`config.mk`:
```
export PLATFORM = sky130hd
export DESIGN_NAME = apb_master_flat
export DESIGN_NICKNAME = d
export VERILOG_FILES = /design/src/rtl/apb_master_if.sv /design/src/rtl/apb_master.sv /design/src/flat_wrapper.sv
export SDC_FILE = /design/constraint.sdc
export NUM_CORES = 1
export LEC_CHECK = 0
export ABC_CLOCK_PERIOD_IN_PS = 3900
export BUFFER_PORTS_ARGS = -buffer_cell sky130_fd_sc_hd__buf_2
export CORE_MARGIN = 4
export CORE_UTILIZATION = 49
export CTS_BUF_LIST = sky130_fd_sc_hd__clkbuf_2 sky130_fd_sc_hd__clkbuf_4 sky130_fd_sc_hd__clkbuf_8
export CTS_CLUSTER_SIZE = 30
export DETAILED_ROUTE_END_ITERATION = 12
export MAX_ROUTING_LAYER = met4
export PLACE_DENSITY = 0.87
export SYNTH_ARGS = -nofsm -noshare
export SYNTH_HDL_FRONTEND = slang
export SYNTH_SLANG_ARGS = --single-unit
```
`constraint.sdc`:
```
create_clock -name pclk -period 3.9 [get_ports pclk]
set_input_delay 0.78 -clock pclk [delete_from_list [all_inputs] [get_ports pclk]]
set_output_delay 0.78 -clock pclk [all_outputs]
set_load 0.01 [all_outputs]
```
`src/rtl/apb_master_if.sv`:
```
// Command, response and APB bus signals of the UART-side APB initiator.
// master: the apb_master view; slave: the command source / APB fabric view.
interface apb_master_if #(
    parameter int ADDR_W = 4,
    parameter int DATA_W = 8
);
    logic              cmd_valid;
    logic              cmd_ready;
    logic              cmd_write;
    logic [ADDR_W-1:0] cmd_addr;
    logic [DATA_W-1:0] cmd_wdata;
    logic              rsp_valid;
    logic              rsp_ready;
    logic [DATA_W-1:0] rsp_rdata;
    logic              rsp_err;
    logic              psel;
    logic              penable;
    logic              pwrite;
    logic [ADDR_W-1:0] paddr;
    logic [DATA_W-1:0] pwdata;
    logic [DATA_W-1:0] prdata;
    logic              pready;
    logic              pslverr;

    modport master (
        input  cmd_valid, cmd_write, cmd_addr, cmd_wdata, rsp_ready,
        input  prdata, pready, pslverr,
        output cmd_ready, rsp_valid, rsp_rdata, rsp_err,
        output psel, penable, pwrite, paddr, pwdata
    );

    modport slave (
        output cmd_valid, cmd_write, cmd_addr, cmd_wdata, rsp_ready,
        output prdata, pready, pslverr,
        input  cmd_ready, rsp_valid, rsp_rdata, rsp_err,
        input  psel, penable, pwrite, paddr, pwdata
    );
endinterface

```
`src/rtl/apb_master.sv`:
```
// APB initiator: one command -> SETUP/ACCESS transfer -> held response.
// Define APB_TIMEOUT_EN to abort ACCESS after TIMEOUT cycles without pready.
module apb_master #(
    parameter int ADDR_W  = 4,
    parameter int DATA_W  = 8,
    parameter int TIMEOUT = 16
) (
    input  logic         pclk,
    input  logic         preset,
    apb_master_if.master bus
);
    typedef enum logic [1:0] {S_IDLE, S_SETUP, S_ACCESS, S_RESP} state_t;

    state_t            r_state;
    state_t            w_next;
    logic              r_pwrite;
    logic [ADDR_W-1:0] r_paddr;
    logic [DATA_W-1:0] r_pwdata;
    logic [DATA_W-1:0] r_rdata;
    logic              r_err;
    logic              w_done;
    logic              w_abort;

`ifdef APB_TIMEOUT_EN
    logic [7:0] r_wait_cnt;

    always_ff @(posedge pclk or posedge preset) begin
        if (preset)
            r_wait_cnt <= '0;
        else if (r_state == S_SETUP)
            r_wait_cnt <= '0;
        else if (r_state == S_ACCESS && !bus.pready)
            r_wait_cnt <= r_wait_cnt + 8'd1;
    end

    // pready on the limit cycle wins: abort only while the slave is still stalling
    assign w_abort = (r_state == S_ACCESS) && !bus.pready &&
                     (r_wait_cnt == 8'(TIMEOUT - 1));
`else
    logic [7:0] w_unused_timeout;
    assign w_unused_timeout = 8'(TIMEOUT);
    assign w_abort = 1'b0;
`endif

    assign w_done = (r_state == S_ACCESS) && bus.pready;

    always_ff @(posedge pclk or posedge preset) begin
        if (preset)
            r_state <= S_IDLE;
        else
            r_state <= w_next;
    end

    always_comb begin
        w_next = r_state;
        case (r_state)
            S_IDLE:   if (bus.cmd_valid) w_next = S_SETUP;
            S_SETUP:  w_next = S_ACCESS;
            S_ACCESS: if (w_done || w_abort) w_next = S_RESP;
            S_RESP:   if (bus.rsp_ready) w_next = S_IDLE;
            default:  w_next = S_IDLE;
        endcase
    end

    always_comb begin
        bus.cmd_ready = (r_state == S_IDLE);
        bus.psel      = (r_state == S_SETUP) || (r_state == S_ACCESS);
        bus.penable   = (r_state == S_ACCESS);
        bus.rsp_valid = (r_state == S_RESP);
    end

    // Address/data are latched only on acceptance and stay put through IDLE
    always_ff @(posedge pclk or posedge preset) begin
        if (preset) begin
            r_pwrite <= 1'b0;
            r_paddr  <= '0;
            r_pwdata <= '0;
        end else if (r_state == S_IDLE && bus.cmd_valid) begin
            r_pwrite <= bus.cmd_write;
            r_paddr  <= bus.cmd_addr;
            r_pwdata <= bus.cmd_wdata;
        end
    end

    always_ff @(posedge pclk or posedge preset) begin
        if (preset) begin
            r_rdata <= '0;
            r_err   <= 1'b0;
        end else if (w_done) begin
            r_err   <= bus.pslverr;
            r_rdata <= r_pwrite ? '0 : bus.prdata;
        end else if (w_abort) begin
            r_err   <= 1'b1;
            r_rdata <= '0;
        end
    end

    assign bus.pwrite    = r_pwrite;
    assign bus.paddr     = r_paddr;
    assign bus.pwdata    = r_pwdata;
    assign bus.rsp_rdata = r_rdata;
    assign bus.rsp_err   = r_err;
endmodule

```
`src/flat_wrapper.sv`:
```
// flat-port wrapper written by rule: the top's interface ports become plain ports
module apb_master_flat 
#(
    parameter int ADDR_W  = 4,
    parameter int DATA_W  = 8,
    parameter int TIMEOUT = 16
)
  (pclk, preset, bus_cmd_valid, bus_cmd_write, bus_cmd_addr, bus_cmd_wdata, bus_rsp_ready, bus_prdata, bus_pready, bus_pslverr, bus_cmd_ready, bus_rsp_valid, bus_rsp_rdata, bus_rsp_err, bus_psel, bus_penable, bus_pwrite, bus_paddr, bus_pwdata);
  apb_master_if #(.ADDR_W(ADDR_W), .DATA_W(DATA_W)) bus_i ();
  input  logic pclk;
  input  logic preset;
  input wire logic [$bits(bus_i.cmd_valid)-1:0] bus_cmd_valid;
  input wire logic [$bits(bus_i.cmd_write)-1:0] bus_cmd_write;
  input wire logic [$bits(bus_i.cmd_addr)-1:0] bus_cmd_addr;
  input wire logic [$bits(bus_i.cmd_wdata)-1:0] bus_cmd_wdata;
  input wire logic [$bits(bus_i.rsp_ready)-1:0] bus_rsp_ready;
  input wire logic [$bits(bus_i.prdata)-1:0] bus_prdata;
  input wire logic [$bits(bus_i.pready)-1:0] bus_pready;
  input wire logic [$bits(bus_i.pslverr)-1:0] bus_pslverr;
  output wire logic [$bits(bus_i.cmd_ready)-1:0] bus_cmd_ready;
  output wire logic [$bits(bus_i.rsp_valid)-1:0] bus_rsp_valid;
  output wire logic [$bits(bus_i.rsp_rdata)-1:0] bus_rsp_rdata;
  output wire logic [$bits(bus_i.rsp_err)-1:0] bus_rsp_err;
  output wire logic [$bits(bus_i.psel)-1:0] bus_psel;
  output wire logic [$bits(bus_i.penable)-1:0] bus_penable;
  output wire logic [$bits(bus_i.pwrite)-1:0] bus_pwrite;
  output wire logic [$bits(bus_i.paddr)-1:0] bus_paddr;
  output wire logic [$bits(bus_i.pwdata)-1:0] bus_pwdata;
  assign bus_i.cmd_valid = bus_cmd_valid;
  assign bus_i.cmd_write = bus_cmd_write;
  assign bus_i.cmd_addr = bus_cmd_addr;
  assign bus_i.cmd_wdata = bus_cmd_wdata;
  assign bus_i.rsp_ready = bus_rsp_ready;
  assign bus_i.prdata = bus_prdata;
  assign bus_i.pready = bus_pready;
  assign bus_i.pslverr = bus_pslverr;
  assign bus_cmd_ready = bus_i.cmd_ready;
  assign bus_rsp_valid = bus_i.rsp_valid;
  assign bus_rsp_rdata = bus_i.rsp_rdata;
  assign bus_rsp_err = bus_i.rsp_err;
  assign bus_psel = bus_i.psel;
  assign bus_penable = bus_i.penable;
  assign bus_pwrite = bus_i.pwrite;
  assign bus_paddr = bus_i.paddr;
  assign bus_pwdata = bus_i.pwdata;
  apb_master #(.ADDR_W(ADDR_W), .DATA_W(DATA_W), .TIMEOUT(TIMEOUT)) u_core (.pclk(pclk), .preset(preset), .bus(bus_i));
endmodule
```
==> flow_metrics.tcl <==
set metrics [dict create \
    grt_pass1_vias 750 \
    layout_commonest_cell "sky130_fd_sc_hd__buf_2" \
    ys_warn_count 0 \
    final_max_slew_viol_count 0 \
    grt_pass1_wl_mm 3.11 \
    critical-path-max-stage-delay_ps 420 \
    grt-ovfl-total 0 \
    grt_use_total_pct 15.1 \
    avgViaCountPerCell 4.76 \
    row_count 16 \
    timing.final.setup_violations 0 \
    tightest_slew_ps 867 \
    crit_fanout 4 \
    cts_resized 0 \
    drv_cap 0 \
    fillCellCount 169 \
    post-route-drc-count 0 \
    critPathTopFamily "flip-flops" \
    grt_most_used_layer "met2" \
    cts.repair_timing.setup_buffer_count 0 \
    design.core.area_sq_um 1960 \
    mostFrequentLayoutCells "sky130_fd_sc_hd__buf_2, sky130_fd_sc_hd__dfrtp_1, sky130_fd_sc_hd__mux2_2" \
    multiInputGateArea_sq_um 370 \
    min-delay-path-class "flip-flop to flip-flop" \
    synth_cell_types 13 \
    maximum_clock_rate_ghz 0.493 \
    io_pins 53 \
    number_of_antenna_violations_at_the_first_check_in_global_routing 0 \
    dp_hpwl_mm 1.61 \
    initial_utilization_pct 51.1 \
    synthesized_nets 111 \
    critPathKind "flip-flop to output pin" \
    worst_ep_arrival_time_ps 1250 \
    cp_data_required_time_ps 3120 \
    final_layout_size_suffix_gt1_share_pct 52.2 \
    use_met1_pct 17.4 \
    crit_slowest_cell "sky130_fd_sc_hd__dfrtp_1" \
    post-synth-top-area-fraction_pct 59.9 \
    use_met3_pct 3.66 \
    cp_cell_sequence "inv_1, ha_1, buf_2" \
    insertedDiodeCount 0 \
    outcome "finished clean" \
    hold_buffer_count_at_cts 0 \
    crit_path_start_kind "flip-flop" \
    fp.dieW_um 53.2 \
    routedWlPerCell_um 12.2 \
    worst_setup_path_end_kind "output pin" \
    skew_ps 3.29 \
    detail_route.iter0.violations 3 \
    worstSkewPairLatency_ps 300 \
    synth_cells 80 \
    flow.area_growth_from_synthesis_pct 32.1 \
    vdd_ir_drop_max_uv 381 \
    power_density_nw_per_um2 782 \
    largest_net_degree_at_the_start_of_global_routing 25 \
    cts_buffers 3 \
    syn_avg_cell_area_sq_um 12.5 \
    ant_nets 0 \
    p_total_uw 1030 \
    hold_violations 0 \
    io_buffer_count 52 \
    post-synth-top-area-cell "sky130_fd_sc_hd__dfrtp_1" \
    cts_root_buf "sky130_fd_sc_hd__clkbuf_4" \
    final.setup.tns_ps 0 \
    clk_pin_slew_worst_paths_ps 120 \
    synth-seq-cells 24 \
    clock-sinks 24 \
    post_synth_instance_area_sq_um 1000 \
    tritoncts "done" \
    final_min_period_over_clock_period_pct 52.1 \
    finalWorstPathRequiredPeriod_ps 2030 \
    firstDrtPassIters 4 \
    seq_area_frac_synth_pct 59.9 \
    full_die_area_sq_um 2830 \
    detailroute.via_count 767 \
    vertical_extent_of_the_die_um 53.2 \
    path_buf_inv 2 \
    grt_use_met2_pct 25.9 \
    area.sequential_sq_um 601 \
    slew_headroom_pct 42.1 \
    route.final.wire_length_mm 1.97 \
    cellLeakagePower_uw 0.000714 \
    biggest_area_contributors_in_the_synthesized_netlist "sky130_fd_sc_hd__dfrtp_1, sky130_fd_sc_hd__mux2_2, sky130_fd_sc_hd__ha_1" \
    grt_setup_unrepaired "false" \
    place.gp.congestion 0.639 \
    cts_buffer_depth 2 \
    clock_tree.htree_level_count 1 \
    final_net_count 166 \
]
-- routing by layer --
layer	vias up	wire length (um)
met5	-	0
met4	0	19
met3	2	170
met2	30	1050
met1	362	736
li1	373	-
-- synth_stat cells --
library cell                n
sky130_fd_sc_hd__nand2_1   10
sky130_fd_sc_hd__ha_1       4
sky130_fd_sc_hd__nor2_1     1
sky130_fd_sc_hd__mux2_2    14
sky130_fd_sc_hd__mux2_1     1
sky130_fd_sc_hd__inv_1      6
sky130_fd_sc_hd__buf_2      1
sky130_fd_sc_hd__clkbuf_1   1
sky130_fd_sc_hd__o21ai_0    8
sky130_fd_sc_hd__a222oi_1   1
sky130_fd_sc_hd__mux2i_1    1
sky130_fd_sc_hd__dfrtp_1   24
sky130_fd_sc_hd__nand2b_1   8
-- through the flow --
step	cells	setup WS, ps	utilization, %	cell area [sq um]	hold slack (ps)
after floorplan	80	2190	-	1000	512
after global placement	157	2070	65.6	1290	458
after detailed placement	157	2030	65.6	1290	466
after CTS	161	1860	67.5	1320	496
after global routing	161	1800	67.5	1320	529
final	161	1870	67.5	1320	490
-- area by class of cell --
type	instances	share of cell area, %
clock buffers	4	2.74
inverters	6	1.70
multi-input cells	48	28.0
flip-flops and latches	24	45.4
well taps	27	2.55
repair buffers	52	19.7
-- registers in the layout, summed over array words and instances (netlist names) --
name                  count
u_core.bus.paddr          4
u_core.bus.pwdata         8
u_core.bus.pwrite         1
u_core.bus.rsp_err        1
u_core.bus.rsp_rdata      8
u_core.r_state            2
-- worst paths after layout --
path,from,end,slack (ps),cells past startpoint
setup / recovery,u_core.r_state[1],bus_psel,1870,3
hold / removal,u_core.bus.rsp_rdata[7],u_core.bus.rsp_rdata[7],490,2
setup reg to reg,u_core.r_state[0],u_core.r_state[1],2230,4
hold reg to reg,u_core.bus.rsp_rdata[7],u_core.bus.rsp_rdata[7],490,2
max in group asynchronous,preset,u_core.bus.rsp_rdata[6],2730,2
min in group asynchronous,preset,u_core.bus.pwdata[1],640,2
-- report_power, final --
group | total, uW | switching (uW) | internal, uW
Clock | 123 | 66.4 | 56.8
Combinational | 472 | 235 | 237
Sequential | 439 | 68.2 | 371
-- cell families after synthesis --
kind of cell               synth area share [%]
muxes                                      17.9
AOI/OAI and AO/OA                          4.99
and+or+nand+nor                            9.11
buffers and inverters                      3.12
adders and majority gates                  4.99
DFF                                        59.9
-- worst min-delay path: stages, from the launching register on --
cell and delay (ps):
sky130_fd_sc_hd__dfrtp_1 360, sky130_fd_sc_hd__nand2_1 40, sky130_fd_sc_hd__o21ai_0 60
Note: power is estimated with default switching activity, not from simulation.
